==> src/rtl/serial_byte_rx.sv <==
// serial_byte_rx: front-end receiver for the external serial link.
// Synchronizes serial_clk/serial_data/serial_en into clk_50, hunts for the
// header byte bit-by-bit, then deserializes PAYLOAD_BYTES MSB-first bytes.
// Each completed byte produces a one-cycle byte_complete pulse; header_flag
// marks the header. Dropping serial_en inside a packet raises framing_err.
module serial_byte_rx #(
    parameter logic [7:0] HEADER_BYTE   = 8'hA5,
    parameter int         PAYLOAD_BYTES = 4
) (
    input  logic       clk_50,
    input  logic       reset_n,
    input  logic       serial_clk,
    input  logic       serial_data,
    input  logic       serial_en,
    output logic [7:0] byte_out,
    output logic       byte_complete,
    output logic       header_flag,
    output logic       framing_err
);

    typedef enum logic [1:0] {
        IDLE    = 2'd0,
        HUNT    = 2'd1,
        ALIGNED = 2'd2
    } state_t;

    localparam logic [3:0] PAY_LAST = 4'(PAYLOAD_BYTES);

    // Synchronizer chain, bit order {clk, data, en}; clock and data share
    // the same depth so the sampled data lines up with the detected edge.
    logic [2:0] meta_q, meta_d;
    logic [2:0] sync_q, sync_d;
    logic       sclk_prev_q, sclk_prev_d;

    state_t     state_q, state_d;
    logic [7:0] sr_q, sr_d;
    logic [3:0] hunt_cnt_q, hunt_cnt_d;
    logic [2:0] bit_cnt_q, bit_cnt_d;
    logic [3:0] pay_cnt_q, pay_cnt_d;
    logic [7:0] byte_out_q, byte_out_d;
    logic       byte_complete_q, byte_complete_d;
    logic       header_flag_q, header_flag_d;
    logic       framing_err_q, framing_err_d;

    logic sclk_s, data_s, en_s, sclk_rise;

    assign sclk_s    = sync_q[2];
    assign data_s    = sync_q[1];
    assign en_s      = sync_q[0];
    assign sclk_rise = sclk_s & ~sclk_prev_q;

    // Next values of the synchronizer and edge-detect flops.
    always_comb begin
        meta_d      = {serial_clk, serial_data, serial_en};
        sync_d      = meta_q;
        sclk_prev_d = sclk_s;
    end

    // Synchronizer and edge-detect registers.
    always_ff @(posedge clk_50 or negedge reset_n) begin
        if (!reset_n) begin
            meta_q      <= '0;
            sync_q      <= '0;
            sclk_prev_q <= 1'b0;
        end else begin
            meta_q      <= meta_d;
            sync_q      <= sync_d;
            sclk_prev_q <= sclk_prev_d;
        end
    end

    // Receiver FSM: next state, shift/counter updates and registered outputs.
    // Losing enable takes priority over a coincident bit-clock edge.
    always_comb begin
        state_d         = state_q;
        sr_d            = sr_q;
        hunt_cnt_d      = hunt_cnt_q;
        bit_cnt_d       = bit_cnt_q;
        pay_cnt_d       = pay_cnt_q;
        byte_out_d      = byte_out_q;
        byte_complete_d = 1'b0;
        header_flag_d   = 1'b0;
        framing_err_d   = 1'b0;
        case (state_q)
            IDLE: begin
                if (en_s) begin
                    state_d    = HUNT;
                    sr_d       = '0;
                    hunt_cnt_d = '0;
                end
            end
            HUNT: begin
                if (!en_s) begin
                    state_d = IDLE;
                end else if (sclk_rise) begin
                    sr_d = {sr_q[6:0], data_s};
                    if (hunt_cnt_q != 4'd8) begin
                        hunt_cnt_d = hunt_cnt_q + 4'd1;
                    end
                    // Only a window of 8 freshly sampled bits may match.
                    if (hunt_cnt_d == 4'd8 && sr_d == HEADER_BYTE) begin
                        byte_out_d      = HEADER_BYTE;
                        byte_complete_d = 1'b1;
                        header_flag_d   = 1'b1;
                        bit_cnt_d       = '0;
                        pay_cnt_d       = '0;
                        state_d         = ALIGNED;
                    end
                end
            end
            ALIGNED: begin
                if (!en_s) begin
                    framing_err_d = 1'b1;
                    state_d       = IDLE;
                end else if (sclk_rise) begin
                    sr_d      = {sr_q[6:0], data_s};
                    bit_cnt_d = bit_cnt_q + 3'd1;
                    if (bit_cnt_q == 3'd7) begin
                        byte_out_d      = sr_d;
                        byte_complete_d = 1'b1;
                        pay_cnt_d       = pay_cnt_q + 4'd1;
                        if (pay_cnt_d == PAY_LAST) begin
                            state_d    = HUNT;
                            hunt_cnt_d = '0;
                        end
                    end
                end
            end
            default: begin
                state_d = IDLE;
            end
        endcase
    end

    // FSM, datapath and output registers.
    always_ff @(posedge clk_50 or negedge reset_n) begin
        if (!reset_n) begin
            state_q         <= IDLE;
            sr_q            <= '0;
            hunt_cnt_q      <= '0;
            bit_cnt_q       <= '0;
            pay_cnt_q       <= '0;
            byte_out_q      <= '0;
            byte_complete_q <= 1'b0;
            header_flag_q   <= 1'b0;
            framing_err_q   <= 1'b0;
        end else begin
            state_q         <= state_d;
            sr_q            <= sr_d;
            hunt_cnt_q      <= hunt_cnt_d;
            bit_cnt_q       <= bit_cnt_d;
            pay_cnt_q       <= pay_cnt_d;
            byte_out_q      <= byte_out_d;
            byte_complete_q <= byte_complete_d;
            header_flag_q   <= header_flag_d;
            framing_err_q   <= framing_err_d;
        end
    end

    assign byte_out      = byte_out_q;
    assign byte_complete = byte_complete_q;
    assign header_flag   = header_flag_q;
    assign framing_err   = framing_err_q;

endmodule

==> config.mk <==
export PLATFORM = sky130hd
export DESIGN_NAME = serial_byte_rx
export DESIGN_NICKNAME = d
export VERILOG_FILES = /design/src/rtl/serial_byte_rx.sv
export SDC_FILE = /design/constraint.sdc
export NUM_CORES = 1
export LEC_CHECK = 0
export ABC_AREA = 1
export CAP_MARGIN = 5
export CORE_MARGIN = 8
export CORE_UTILIZATION = 25
export DETAILED_ROUTE_END_ITERATION = 16
export PLACE_DENSITY_LB_ADDON = 0.12
export SLEW_MARGIN = 20
export SYNTH_ARGS = -nofsm -noshare
export SYNTH_HDL_FRONTEND = slang
export SYNTH_SLANG_ARGS = --single-unit
==> constraint.sdc <==
create_clock -name clk_50 -period 3.8 [get_ports clk_50]
set_input_delay 0.76 -clock clk_50 [delete_from_list [all_inputs] [get_ports clk_50]]
set_output_delay 0.76 -clock clk_50 [all_outputs]
set_load 0.05 [all_outputs]
==> results of run 1 <==
worst max-delay path by stage:
| stage | from | to | slack (ps) | depth (start not counted) |
|---|---|---|---|---|
| floorplan | hunt_cnt_q[0]$_DFFE_PN0P_ | byte_out[0]$_DFFE_PN0P_ | 2160 | 11 |
| global placement | state_q[0]$_DFFE_PN0P_ | hunt_cnt_q[1]$_DFFE_PN0P_ | 1810 | 9 |
| detailed placement | state_q[0]$_DFFE_PN0P_ | sr_q[5]$_DFFE_PN0P_ | 1750 | 4 |
| CTS | byte_out[7]$_DFFE_PN0P_ | byte_out[7] | 1560 | 1 |
| global route | state_q[0]$_DFFE_PN0P_ | hunt_cnt_q[3]$_DFFE_PN0P_ | 1410 | 10 |
| finish | byte_out[2]$_DFFE_PN0P_ | byte_out[2] | 1580 | 1 |
placed cells by master, fill, tap and decap left out:
| cell | Yosys | routed |
|---|---|---|
| nand2_2 | 1 | 1 |
| nand4_1 | 19 | 19 |
| nor2_2 | 2 | 2 |
| inv_2 | 2 | 2 |
| inv_1 | 31 | 31 |
| dfrtp_1 | 38 | 38 |
| clkdlybuf4s50_1 | 0 | 14 |
| a21boi_0 | 1 | 1 |
| nand3_4 | 1 | 1 |
| ha_1 | 10 | 10 |
| or2_2 | 2 | 2 |
| o21ai_1 | 4 | 4 |
| clkinv_2 | 0 | 2 |
| nor2_1 | 12 | 12 |
| buf_2 | 3 | 1 |
| nand3_1 | 17 | 17 |
| o21ai_0 | 12 | 12 |
| nand4_2 | 1 | 1 |
| bufinv_16 | 0 | 1 |
| clkbuf_8 | 0 | 5 |
| clkinv_1 | 1 | 1 |
| nand2_4 | 1 | 1 |
| nand2_1 | 74 | 74 |
| a21oi_1 | 3 | 3 |
power by group:
group	switching, uW	leakage, uW	internal (uW)
Combinational	512	0.000588	201
Sequential	67.0	0.000499	483
Clock	150	0.0000579	193
metrics by stage:
step           setup slack, ps  hold WS, ps  util [%]  power (uW)  area, um^2
6_report                  1580          350      29.9        1610        2290
5_1_grt                   1410          360      29.9        1750        2290
4_1_cts                   1560          354      29.9        1630        2290
3_5_place_dp              1750          336      28.5        1280        2180
3_3_place_gp              1810          335      28.5        1280        2180
2_1_floorplan             2160          331         -        1120        1950
metal layers:
layer | vias to the layer above | GRT usage (%)
li1 | 797 | -
met1 | 701 | 11.6
met2 | 19 | 12.9
met3 | 8 | 2.35
met4 | 0 | 3.41
met5 | - | 0
cells by family after synthesis:
| group | after synthesis | synth area share, % |
|---|---|---|
| buffers and inverters | 42 | 9.03 |
| and+or+nand+nor | 130 | 30.7 |
| adders and majority gates | 10 | 6.40 |
| AOI/OAI and AO/OA | 20 | 5.25 |
| DFF | 38 | 48.7 |
state kept, by name, summed over array words and instances (netlist names), 2 cells and up:
register	flops
hunt_cnt_q	4
meta_q	3
sr_q	7
sync_q	3
state_q	2
byte_out	8
pay_cnt_q	4
bit_cnt_q	3
worst register-to-register path, cell delays in order (launching register included):
cell	delay, ps
dfrtp_1	390
inv_1	70
ha_1	380
inv_2	170
nor2_1	70
o21ai_0	150
nand2_1	80
inv_2	200
nand4_2	240
nand2_1	100
o21ai_0	70
final cells by class:
type | count | area [um^2] | share of cell area, %
Clock buffer | 5 | 68.8 | 3.01
Tap cell | 102 | 128 | 5.58
Multi-Input combinational cell | 160 | 827 | 36.2
Sequential cell | 38 | 951 | 41.6
Clock inverter | 3 | 40.0 | 1.75
Timing Repair Buffer | 15 | 145 | 6.35
Inverter | 34 | 128 | 5.58
==> flow_metrics.py, run 1 <==
metrics = {
    "clock_network": {
        "root_buffer": "clkbuf_8",
        "cts_buffers": 5,
        "post_cts_resized": 0,
        "tritoncts": "yes",
        "clock_latency_ps": 300,
        "cts_setup_buffers": 0,
        "cts_max_level": 2,
        "clkTransAtPathRegs_ps": 80,
        "hold_buffers": 0,
        "cts.sinks": 38,
        "cts_buffer_depth": 2,
    },
    "critical_path": {
        "cp_num_buf_inv": 1,
        "startpoint_type": "register",
        "critPathMaxFanout": 2,
        "cp_cell_sequence": "clkdlybuf4s50_1",
        "r2r-end": "hunt_cnt_q[1]$_DFFE_PN0P_",
        "reg2reg_slack_ps": 1750,
        "slowest_stage": "clkdlybuf4s50_1",
        "critPathTopFamily": "buffers and inverters",
        "cp.arrival_ps": 1460,
        "reg2reg_from": "state_q[0]$_DFFE_PN0P_",
        "cp_slowest_stage_delay_ps": 800,
        "crit_path_end_kind": "output pin",
        "critPathRequiredTime_ps": 3040,
        "reg2reg_depth": 10,
        "crit_type": "reg2out",
    },
    "hold_path": {
        "hold_path_depth": 0,
        "min_path_type": "reg2reg",
        "holdPathEnd": "sync_q[1]$_DFF_PN0_",
        "holdCritStartpoint": "meta_q[1]$_DFF_PN0_",
    },
    "sta": {
        "final_hold_viol_count": 0,
        "slew_headroom_pct": 41.7,
        "slew_viol_final": 0,
        "fmax_mhz": 451,
        "fin_tns_setup_ps": 0,
        "max_slew.worst_pin.slew_ps": 874,
        "setup_viol": 0,
        "grt_setup_unrepaired": "no",
        "final.min_clock_period_ps": 2220,
        "period_share_pct": 58.3,
        "clock_skew_ps": 11.4,
    },
    "synthesis": {
        "synth_edf_count": 0,
        "synthFlopType": "dfrtp_1",
        "synth.area.top_cells": "dfrtp_1, nand2_1, ha_1",
        "ys_types": 22,
        "netlist_area_mm2": 0.00195,
        "ys_ff_latch": 38,
        "synth.largest_area_cell": "dfrtp_1",
        "synth.avg_cell_area_um2": 8.14,
        "synth_top_area_share_pct": 48.7,
        "yosysWarnings": 0,
        "synth_nets": 255,
        "ys_seq_area_share_pct": 48.7,
        "synth.most_common_cell": "nand2_1",
        "syn_inst": 240,
        "synthArstFlopShare_pct": 100,
        "synth.top_cells.by_count": "nand2_1, dfrtp_1, inv_1, nand4_1, nand3_1",
    },
    "final_layout": {
        "syn2layout_area_growth_pct": 17.0,
        "diodes": 0,
        "instances_no_fill": 357,
        "layout-drive-gt1-share_pct": 7.45,
        "nNetsFinal": 269,
        "fillers": 816,
    },
    "routing": {
        "antenna_left": 0,
        "drcViolationCount": 0,
        "drt_wl_total_um": 4320,
        "post_drt_wl_per_cell_um": 12.1,
        "drt-met1-wl_um": 2210,
        "wl_met3_um": 150,
        "drtPass1Iterations": 4,
        "drt-initial-drc-count": 81,
        "vias_per_cell": 4.27,
        "top_layer_used": "met4",
        "num_vias": 1525,
        "wl_met2_um": 1890,
    },
    "place": {
        "hpwl_um": 3190,
        "io_buffers": 15,
        "dp_cells": 349,
        "place.gp.congestion": 0.777,
    },
    "grt": {
        "overflow": 0,
        "grt.total_usage_pct": 8.69,
        "grt_first_pass_wirelength_um": 7720,
        "antenna_found_initial": 0,
        "grt_max_degree": 39,
        "grt_pass1_vias": 1490,
    },
    "power_and_ir_drop": {
        "powerDensity_mw_per_mm2": 702,
        "ir_drop_v": 0.000234,
        "leakage_uw": 0.00115,
    },
    "flow_run": {
        "maxCapViolations": 0,
    },
    "floorplan": {
        "dieArea_mm2": 0.0109,
        "die_w_um": 104,
        "core_area_mm2": 0.00765,
        "num_io_pins": 16,
        "die_y_um": 104,
        "rows": 32,
        "start_util_pct": 25.6,
    },
    "outcome": {
        "status": "finished, final reports clean",
    },
}
(Power assumes the default switching activity.)
==> inputs of run 2 (changes only) <==
==> constraint.sdc (replaced) <==
create_clock -name clk_50 -period 2 [get_ports clk_50]
set_input_delay 0.4 -clock clk_50 [delete_from_list [all_inputs] [get_ports clk_50]]
set_output_delay 0.4 -clock clk_50 [all_outputs]
set_load 0.05 [all_outputs]
==> run 2 against run 1 <==
Net effect:
- sequential share of layout area decreased by 1.3 points
- die area unchanged
- non-clock buffer count increased by 9
- setup slack got worse by 1400 ps
- final area increased by 3.3%
- clock-buffer cell count increased by 1
- total power increased by 94%
- hold slack got worse by 280 ps
- clock power increased by 61%
- clock skew decreased by 2.1 ps
==> flow_metrics.py, run 2 (synthesis gave the netlist of run 1 again) <==
metrics = {
    "final_layout": {
        "utilization_pct": 30.9,
        "layout-drive-gt1-share_pct": 10.6,
        "diodes": 0,
        "largest_register_ffs": 8,
        "final_common_cell": "nand2_1",
        "final_cell_mix": "nand2_1, dfrtp_1, inv_1, nand4_1, nand3_1",
        "nNetsFinal": 278,
        "syn2layout_area_growth_pct": 20.9,
    },
    "grt": {
        "grt_first_pass_wirelength_um": 7250,
        "grt.total_usage_pct": 8.40,
        "grt_pass1_vias": 1408,
        "grt_max_degree": 21,
        "use_met3_pct": 2.04,
        "antenna_found_initial": 0,
        "top_usage_layer": "met2",
        "grt_util_met2_pct": 12.3,
        "overflow": 0,
        "grtUsageMet1_pct": 11.1,
    },
    "critical_path": {
        "critPathMaxFanout": 2,
        "cp_cell_sequence": "clkdlybuf4s50_1",
        "reg2reg_from": "hunt_cnt_q[0]$_DFFE_PN0P_",
        "r2r-end": "byte_out[1]$_DFFE_PN0P_",
        "reg2reg_slack_ps": 220,
        "cp.arrival_ps": 1450,
        "reg2reg_depth": 10,
        "crit_type": "reg2out",
        "critPathRequiredTime_ps": 1600,
        "slowest_stage": "clkdlybuf4s50_1",
        "cp_num_buf_inv": 1,
        "crit_path_end_kind": "output pin",
        "cp_slowest_stage_delay_ps": 810,
        "critPathTopFamily": "buffers and inverters",
        "startpoint_type": "register",
    },
    "routing": {
        "vias_per_cell": 4.12,
        "drt-initial-drc-count": 82,
        "antenna_left": 0,
        "drcViolationCount": 0,
        "num_vias": 1509,
        "drtPass1Iterations": 4,
        "post_drt_wl_per_cell_um": 11.8,
        "drt_wl_total_um": 4300,
    },
    "power_and_ir_drop": {
        "finalPower_uw": 3120,
        "ir_drop_v": 0.000360,
        "leakage_uw": 0.00118,
        "powerDensity_mw_per_mm2": 1320,
    },
    "place": {
        "place.gp.congestion": 0.780,
        "io_buffers": 15,
        "hpwl_um": 3350,
    },
    "clock_network": {
        "cts_buffer_depth": 2,
        "hold_buffers": 0,
        "root_buffer": "clkbuf_8",
        "clock_latency_ps": 290,
        "cts_max_level": 2,
        "cts_buffers": 5,
        "clkTransAtPathRegs_ps": 80,
        "cts.sinks": 38,
        "tritoncts": "yes",
    },
    "sta": {
        "period_share_pct": 92.7,
        "fmax_mhz": 540,
        "slew_viol_final": 0,
        "whs_ps": 71.8,
        "slew_headroom_pct": 66.6,
        "setup_viol": 0,
        "fin_tns_setup_ps": 0,
        "final.min_clock_period_ps": 1850,
        "max_slew.worst_pin.slew_ps": 500,
        "clock_skew_ps": 9.26,
        "grt_setup_unrepaired": "no",
        "final_hold_viol_count": 0,
    },
    "flow_run": {
        "maxCapViolations": 0,
    },
    "floorplan": {
        "rows": 32,
        "core_area_mm2": 0.00765,
        "die_w_um": 104,
        "dieArea_mm2": 0.0109,
        "start_util_pct": 25.6,
        "num_io_pins": 16,
        "die_y_um": 104,
    },
    "hold_path": {
        "min_path_type": "in2async",
    },
    "outcome": {
        "status": "finished, final reports clean",
    },
}
run 2: cell types whose count changed in the layout (fill, tap and decap cells not counted), sizes merged:
| cell | change |
|---|---|
| bufinv | -1 |
| clkinvlp | +1 |
| clkinv | -1 |
| buf | +9 |
| clkbuf | +1 |
run 2: worst max path at each step:
stage | from | to | slack, ps | cells past startpoint
2_1_floorplan | hunt_cnt_q[0]$_DFFE_PN0P_ | byte_out[0]$_DFFE_PN0P_ | 360 | 11
5_1_grt | hunt_cnt_q[0]$_DFFE_PN0P_ | pay_cnt_q[0]$_DFFE_PN0P_ | 70 | 10
3_3_place_gp | state_q[0]$_DFFE_PN0P_ | hunt_cnt_q[0]$_DFFE_PN0P_ | 240 | 10
6_report | byte_out[5]$_DFFE_PN0P_ | byte_out[5] | 150 | 1
4_1_cts | byte_out[5]$_DFFE_PN0P_ | byte_out[5] | 110 | 1
3_5_place_dp | hunt_cnt_q[0]$_DFFE_PN0P_ | pay_cnt_q[3]$_DFFE_PN0P_ | 210 | 10
run 2: layout make-up:
| cell class | count | area (um^2) |
|---|---|---|
| inverters | 34 | 128 |
| clock inverters | 2 | 12.5 |
| well taps | 102 | 128 |
| repair buffers | 24 | 225 |
| multi-input cells | 160 | 836 |
| fillers | 818 | 5290 |
| flip-flops and latches | 38 | 951 |
| clock buffers | 6 | 82.6 |
run 2: power by group:
part | switching, uW | total (uW) | leakage (uW) | internal, uW
sequential | 122 | 1040 | 0.000499 | 918
combinational | 1010 | 1530 | 0.000637 | 514
clock | 275 | 552 | 0.0000472 | 277
run 2: repair_timing:
item | in CTS | in global routing
hold endpoints to repair | 0 | 0
endpoints found under the setup margin | 0 | 1
gates resized for setup | 0 | 1
setup buffers | 0 | 0
run 2: per-stage QoR:
step	instances	setup WS [ps]	instance area, um^2
final	366	147	2360
after floorplan	240	355	1950
after global placement	358	237	2260
after detailed placement	358	215	2260
after CTS	366	112	2350
after global routing	366	71.9	2360
run 2: metal layers:
| layer | vias up | wire, um |
|---|---|---|
| li1 | 813 | - |
| met1 | 675 | 2280 |
| met2 | 19 | 1860 |
| met3 | 2 | 131 |
| met4 | 0 | 36 |
| met5 | - | 0 |
